<file path="config.mk">
export PLATFORM = sky130hd
export DESIGN_NAME = btn_debounce_n
export DESIGN_NICKNAME = d
export VERILOG_FILES = /design/src/rtl/btn_debounce_n_pkg.sv /design/src/rtl/btn_debounce_n_chan.sv /design/src/rtl/btn_debounce_n.sv
export SDC_FILE = /design/constraint.sdc
export NUM_CORES = 1
export LEC_CHECK = 0
export ABC_AREA = 0
export BUFFER_PORTS_ARGS = -buffer_cell sky130_fd_sc_hd__clkbuf_2
export CAP_MARGIN = 25
export CORE_ASPECT_RATIO = 0.75
export CORE_UTILIZATION = 55
export DETAILED_ROUTE_END_ITERATION = 8
export HOLD_SLACK_MARGIN = 0.12
export PLACE_DENSITY_LB_ADDON = 0.25
export SLEW_MARGIN = 30
export SYNTH_ARGS = -nofsm -noshare
export SYNTH_HDL_FRONTEND = slang
export SYNTH_HIERARCHICAL = 1
export SYNTH_SLANG_ARGS = --single-unit
</file>
<file path="constraint.sdc">
create_clock -name clk -period 4.7 [get_ports clk]
set_input_delay 0.235 -clock clk [delete_from_list [all_inputs] [get_ports clk]]
set_output_delay 0.235 -clock clk [all_outputs]
set_load 0.005 [all_outputs]
</file>
<file path="src/rtl/btn_debounce_n_pkg.sv">
// Shared defaults and width helper for the multi-channel button debouncer.
package btn_debounce_n_pkg;

  localparam int DEF_CLK_FREQ        = 25;
  localparam int DEF_DEBOUNCE_MS     = 10;
  localparam int DEF_REPEAT_DELAY_MS = 500;
  localparam int DEF_REPEAT_RATE_MS  = 100;

  // Counter width for values 0..val-1, never narrower than one bit.
  function automatic int width_of(input int val);
    return (val > 1) ? $clog2(val) : 1;
  endfunction

endpackage

</file>
<file path="src/rtl/btn_debounce_n_chan.sv">
// One button channel: polarity fix, two-flop synchroniser, tick-based debounce,
// auto-repeat counter and registered level/press/release outputs.
module btn_chan
  import btn_debounce_n_pkg::*;
#(
  parameter int DEBOUNCE_MS     = DEF_DEBOUNCE_MS,
  parameter int REPEAT_DELAY_MS = DEF_REPEAT_DELAY_MS,
  parameter int REPEAT_RATE_MS  = DEF_REPEAT_RATE_MS
) (
  input  logic clk,
  input  logic rst,
  input  logic tick,
  input  logic btn_raw,
  input  logic inv,
  input  logic repeat_en,
  output logic level,
  output logic press,
  output logic release_pulse
);

  localparam int CW = width_of(DEBOUNCE_MS + 1);
  localparam int RW = width_of(REPEAT_DELAY_MS + 1);

  logic          sync1_q, sync1_d;
  logic          sync2_q, sync2_d;
  logic          level_q, level_d;
  logic          press_q, press_d;
  logic          rel_q, rel_d;
  logic [CW-1:0] cnt_q, cnt_d;
  logic [RW-1:0] rep_q, rep_d;

  always_comb begin
    sync1_d = btn_raw ^ inv;
    sync2_d = sync1_q;
    level_d = level_q;
    cnt_d   = cnt_q;
    rep_d   = rep_q;
    press_d = 1'b0;
    rel_d   = 1'b0;

    if (tick) begin
      if (sync2_q == level_q) begin
        cnt_d = '0;
      end else if (cnt_q == CW'(DEBOUNCE_MS - 1)) begin
        cnt_d   = '0;
        level_d = ~level_q;
        press_d = ~level_q;
        rel_d   = level_q;
      end else begin
        cnt_d = cnt_q + CW'(1);
      end
    end

    // Repeat only fires while the button stays pressed through this edge.
    if (!level_q || !repeat_en) begin
      rep_d = '0;
    end else if (tick) begin
      if (rep_q == RW'(REPEAT_DELAY_MS - 1)) begin
        rep_d = RW'(REPEAT_DELAY_MS - REPEAT_RATE_MS);
        if (level_d) press_d = 1'b1;
      end else begin
        rep_d = rep_q + RW'(1);
      end
    end
  end

  always_ff @(posedge clk) begin
    if (rst) begin
      sync1_q <= 1'b0;
      sync2_q <= 1'b0;
      level_q <= 1'b0;
      press_q <= 1'b0;
      rel_q   <= 1'b0;
      cnt_q   <= '0;
      rep_q   <= '0;
    end else begin
      sync1_q <= sync1_d;
      sync2_q <= sync2_d;
      level_q <= level_d;
      press_q <= press_d;
      rel_q   <= rel_d;
      cnt_q   <= cnt_d;
      rep_q   <= rep_d;
    end
  end

  assign level         = level_q;
  assign press         = press_q;
  assign release_pulse = rel_q;

endmodule

</file>
<file path="src/rtl/btn_debounce_n.sv">
// Multi-channel push-button front end: shared millisecond prescaler feeding
// one debounce/repeat channel per button.
module btn_debounce_n
  import btn_debounce_n_pkg::*;
#(
  parameter int               N_BTN           = 5,
  parameter int               CLK_FREQ        = DEF_CLK_FREQ,
  parameter int               TICK_CYCLES     = CLK_FREQ * 1000,
  parameter int               DEBOUNCE_MS     = DEF_DEBOUNCE_MS,
  parameter int               REPEAT_DELAY_MS = DEF_REPEAT_DELAY_MS,
  parameter int               REPEAT_RATE_MS  = DEF_REPEAT_RATE_MS,
  parameter logic [N_BTN-1:0] INV_MASK        = '0
) (
  input  logic             clk,
  input  logic             rst,
  input  logic [N_BTN-1:0] btn_in,
  input  logic [N_BTN-1:0] repeat_en,
  output logic [N_BTN-1:0] level,
  output logic [N_BTN-1:0] press,
  output logic [N_BTN-1:0] release_pulse
);

  localparam int PW = width_of(TICK_CYCLES);

  logic [PW-1:0] presc_q, presc_d;
  logic          tick;

  always_comb begin
    tick    = (presc_q == PW'(TICK_CYCLES - 1));
    presc_d = tick ? '0 : presc_q + PW'(1);
  end

  always_ff @(posedge clk) begin
    if (rst) presc_q <= '0;
    else     presc_q <= presc_d;
  end

  for (genvar i = 0; i < N_BTN; i++) begin : g_chan
    btn_chan #(
      .DEBOUNCE_MS    (DEBOUNCE_MS),
      .REPEAT_DELAY_MS(REPEAT_DELAY_MS),
      .REPEAT_RATE_MS (REPEAT_RATE_MS)
    ) u_chan (
      .clk          (clk),
      .rst          (rst),
      .tick         (tick),
      .btn_raw      (btn_in[i]),
      .inv          (INV_MASK[i]),
      .repeat_en    (repeat_en[i]),
      .level        (level[i]),
      .press        (press[i]),
      .release_pulse(release_pulse[i])
    );
  end

endmodule

</file>
==> impl.org <==
** Critical path
- Element type at the critical path end :: flop
- Data on the critical path is required at its endpoint by 4.97 ns.
- Arrival @ worst endpoint :: 3.02 ns
- STA classifies the critical path startpoint as a flop.
- Crit-path max FO :: 45
- The critical path in this run is classified as flop to flop.
- The setup check on the worst reg-to-reg path leaves a slack of 1.95 ns.

** Layout
- Final layout net count :: 567
- Area overhead of the layout relative to synthesis :: 11.2%
- Count of filler cells inserted in the layout :: 672
- The finished layout holds 648 standard cells, fillers aside.
- Layout cell share with drive strength beyond 1 :: 11.8%
- Number of inserted diodes :: 0

** Power and ir drop
- Final Power :: 1.65 mW
- Leakage power :: 1.81 nW
- In this run the power density over the cells is 313 nW/um^2.
- Across the VDD grid, the largest voltage drop is 0.362 mV.

** STA
- Number of setup violations in the final report :: 0
- Fin crit share :: 58.5%
- For the pin with the worst max-slew slack, the measured transition is 0.732 ns.
- Setup slack closes at 1.95 ns.
- In the final timing run, aggregate negative setup slack is 0 ns.
- Final slew viol count :: 0
- Counting I/O delays and the setup requirement, the final critical path takes 2.75 ns.
- Upper clock frequency limit :: 364 MHz
- The total count of hold-check failures in the final report came to 0.
- Final clock skew :: 0.00555 ns
- Setup repair after global routing left no endpoint under its margin.
- The worst pin sits at a relative slew slack of 51.2%.

** Global routing
- Pin count of the biggest net entering global routing :: 46
- Total congestion overflow after global routing :: 0
- Antenna violations before repair :: 0
- The first global-routing pass estimated 14,900 um of wire.
- Vias in the first global route :: 3,334
- Total global routing track utilization :: 20.9%

** Synth
- The netlist uses 39 different library cells.
- EDFF count, synth :: 0
- Netlist area before placement :: 4730 um^2
- After synthesis, the share of flip-flops with an asynchronous set or reset is 0%.
- Mean Syn Cell Area :: 9.32 um^2
- The cell count after synthesis came out at 507.
- During synthesis, Yosys emitted a total of 6 warnings.
- Post-synthesis sequential area ratio :: 44.5%
- For this run, the leading register cell type out of synthesis is sky130_fd_sc_hd__dfxtp_1.
- After synthesis the netlist holds a flip-flop and latch count of 105.

** Floorplan
- Die Ht :: 82.3 um
- Std-Cell Core Area :: 8090 um^2
- The floorplan step defined a die boundary enclosing 8970 um^2.
- Top-level port count :: 27
- DIE WIDTH :: 109 um
- Starting Density :: 58.4%
- Number of cell rows :: 28

** Placed design
- Routability Congestion :: 0.789
- During placement, the flow inserted port buffers numbering 26.
- The HPWL after detailed placement is 5850 um.
- At the placement stage, the worst setup path has a slack of 1.95 ns.
- After detailed placement, the design holds a cell count of 633.

** Clock tree
- The number of setup buffers added after CTS is 0.
- Hold repair after CTS inserted 0 buffers.
- TritonCTS clock tree :: done
- The clock passes through at most 2 buffers.
- Root cell of the clock tree :: sky130_fd_sc_hd__clkbuf_16
- H-tree Lvls :: 3
- Worst skew pair latency :: 0.34 ns
- Clock sink count :: 105
- TritonCTS Buffers :: 9
- After clock tree synthesis, the repair step resized 0 gates.
- CTS clk-pin slew, worst paths :: 0.07 ns

** Routing
- Detailed-router iteration count before antenna repair :: 4
- Detailed router's first-iteration violation count :: 252
- Using the TritonRoute via totals, the vias-per-cell ratio works out to 5.71.
- Wirelength per Cell :: 13.2 um
- Wires add up to 8550 um.
- Number of vias in the routed layout :: 3,702
- Remaining DRCs :: 0
- Post-route ant nets :: 0

** Min path
- The min-delay analysis places its worst path in the category input port to flop.

** Outcome
- Status :: completed

** Run
- The tool flagged a number of max-cap violations equal to 0.
synth_stat cells (2+ instances only):
| cell type | n | share of area [%] |
|---|---|---|
| sky130_fd_sc_hd__inv_1 | 8 | 0.64 |
| sky130_fd_sc_hd__dfxtp_1 | 105 | 44 |
| sky130_fd_sc_hd__or3_2 | 10 | 1.6 |
| sky130_fd_sc_hd__nand4b_1 | 15 | 2.8 |
| sky130_fd_sc_hd__nand4_1 | 19 | 2.5 |
| sky130_fd_sc_hd__nor2b_1 | 11 | 1.5 |
| sky130_fd_sc_hd__nand3b_1 | 11 | 1.7 |
| sky130_fd_sc_hd__nand4_2 | 5 | 1.3 |
| sky130_fd_sc_hd__or2_1 | 5 | 0.66 |
| sky130_fd_sc_hd__or2_2 | 6 | 0.79 |
| sky130_fd_sc_hd__nor4b_1 | 5 | 0.93 |
| sky130_fd_sc_hd__or4_1 | 11 | 1.7 |
| sky130_fd_sc_hd__nand2_1 | 33 | 2.6 |
| sky130_fd_sc_hd__or3_1 | 6 | 0.79 |
| sky130_fd_sc_hd__a311oi_1 | 5 | 0.93 |
| sky130_fd_sc_hd__ha_1 | 16 | 4.2 |
| sky130_fd_sc_hd__clkbuf_1 | 10 | 0.79 |
| sky130_fd_sc_hd__mux2i_1 | 10 | 2.1 |
| sky130_fd_sc_hd__o21ai_0 | 15 | 1.6 |
| sky130_fd_sc_hd__a31oi_1 | 5 | 0.66 |
| sky130_fd_sc_hd__o31ai_1 | 11 | 1.7 |
| sky130_fd_sc_hd__or4b_1 | 2 | 0.42 |
| sky130_fd_sc_hd__and4b_1 | 5 | 1.1 |
| sky130_fd_sc_hd__nand3_1 | 15 | 1.6 |
| sky130_fd_sc_hd__a41oi_1 | 5 | 0.93 |
| sky130_fd_sc_hd__nor3_1 | 3 | 0.32 |
| sky130_fd_sc_hd__and3b_1 | 5 | 0.93 |
| sky130_fd_sc_hd__xor2_1 | 18 | 3.3 |
| sky130_fd_sc_hd__nand2b_1 | 15 | 2.0 |
| sky130_fd_sc_hd__a21oi_1 | 41 | 4.3 |
| sky130_fd_sc_hd__a211oi_1 | 5 | 0.79 |
| sky130_fd_sc_hd__xnor2_1 | 19 | 3.5 |
| sky130_fd_sc_hd__nor2_1 | 46 | 3.7 |
layout make-up:
class | instances | area, um^2 | share of cell area, %
clock buffer | 11 | 233 | 4.43
tap | 105 | 131 | 2.50
clock inverter | 4 | 45.0 | 0.857
multi-input combinational | 386 | 2560 | 48.8
sequential | 105 | 2100 | 40.0
timing repair buffer | 29 | 153 | 2.90
inverter | 8 | 30.0 | 0.571
per-stage QoR:
step	area, um^2	utilization (%)	hold slack (ns)
2_1_floorplan	4740	-	0.307
3_3_place_gp	4980	61.5	0.417
3_5_place_dp	4980	61.5	0.424
4_1_cts	5260	65.0	0.125
5_1_grt	5260	65.0	0.136
6_report	5260	65.0	0.135
flip-flops by register name, indices dropped and copies added, names as in the netlist:
signal	count
g_chan.u_chan/release_pulse	5
g_chan.u_chan/press	5
g_chan.u_chan/cnt_q	20
g_chan.u_chan/level	5
g_chan.u_chan/sync1_q	5
presc_q	15
g_chan.u_chan/sync2_q	5
g_chan.u_chan/rep_q	45
cell usage in the layout, fill, tap and decap left out, types with 6 or more instances in the layout:
cell / instances
sky130_fd_sc_hd__or4_1: 11
sky130_fd_sc_hd__o31ai_1: 11
sky130_fd_sc_hd__nand2_1: 33
sky130_fd_sc_hd__ha_1: 16
sky130_fd_sc_hd__or3_2: 10
sky130_fd_sc_hd__mux2i_1: 10
sky130_fd_sc_hd__xnor2_1: 19
sky130_fd_sc_hd__clkbuf_2: 26
sky130_fd_sc_hd__nand4b_1: 15
sky130_fd_sc_hd__a21oi_1: 41
sky130_fd_sc_hd__dfxtp_1: 105
sky130_fd_sc_hd__nand3b_1: 11
sky130_fd_sc_hd__inv_1: 8
sky130_fd_sc_hd__nor2_1: 46
sky130_fd_sc_hd__clkbuf_16: 9
sky130_fd_sc_hd__xor2_1: 18
sky130_fd_sc_hd__nand3_1: 15
sky130_fd_sc_hd__nand2b_1: 15
sky130_fd_sc_hd__or3_1: 6
sky130_fd_sc_hd__or2_2: 6
sky130_fd_sc_hd__nand4_1: 19
sky130_fd_sc_hd__nor2b_1: 11
sky130_fd_sc_hd__o21ai_0: 15
report_power, final:
group / total [mW] / internal, mW / switching, mW
sequential: 0.902 / 0.897 / 0.00493
combinational: 0.0345 / 0.0136 / 0.0209
clock: 0.708 / 0.407 / 0.301
critical path: stages, from the launching register on:
cell and delay, ns:
sky130_fd_sc_hd__dfxtp_1 0.34, sky130_fd_sc_hd__or4b_1 0.57, sky130_fd_sc_hd__nor4_4 0.31, sky130_fd_sc_hd__buf_4 0.44
sky130_fd_sc_hd__nand4_1 0.29, sky130_fd_sc_hd__or4_1 0.57, sky130_fd_sc_hd__a21oi_1 0.15
cell families after synthesis:
kind of cell / synth area share [%]
adder cells (fa/ha/maj): 4.24
multiplexers: 2.12
flip-flops: 44.5
XOR/XNOR: 6.86
AND/OR/NAND/NOR: 29.4
AO/OA/AOI/OAI: 11.0
other: 0.0793
buffers and inverters: 1.83
routing by layer:
metal / global-route usage, % / part of all wire, %
met1: 27.9 / 52
met2: 33.8 / 43
met3: 5.26 / 3.3
met4: 5.95 / 1.2
met5: 0 / 0
final timing paths:
path                       startpoint  cells after the start                         to
max                        presc_q[4]                      6  g_chan[0].u_chan/rep_q[7]
min                         btn_in[4]                      3   g_chan[4].u_chan/sync1_q
max reg2reg                presc_q[4]                      6  g_chan[0].u_chan/rep_q[7]
min reg2reg  g_chan[0].u_chan/sync1_q                      1   g_chan[0].u_chan/sync2_q
Power figures use the tool's default switching activity.
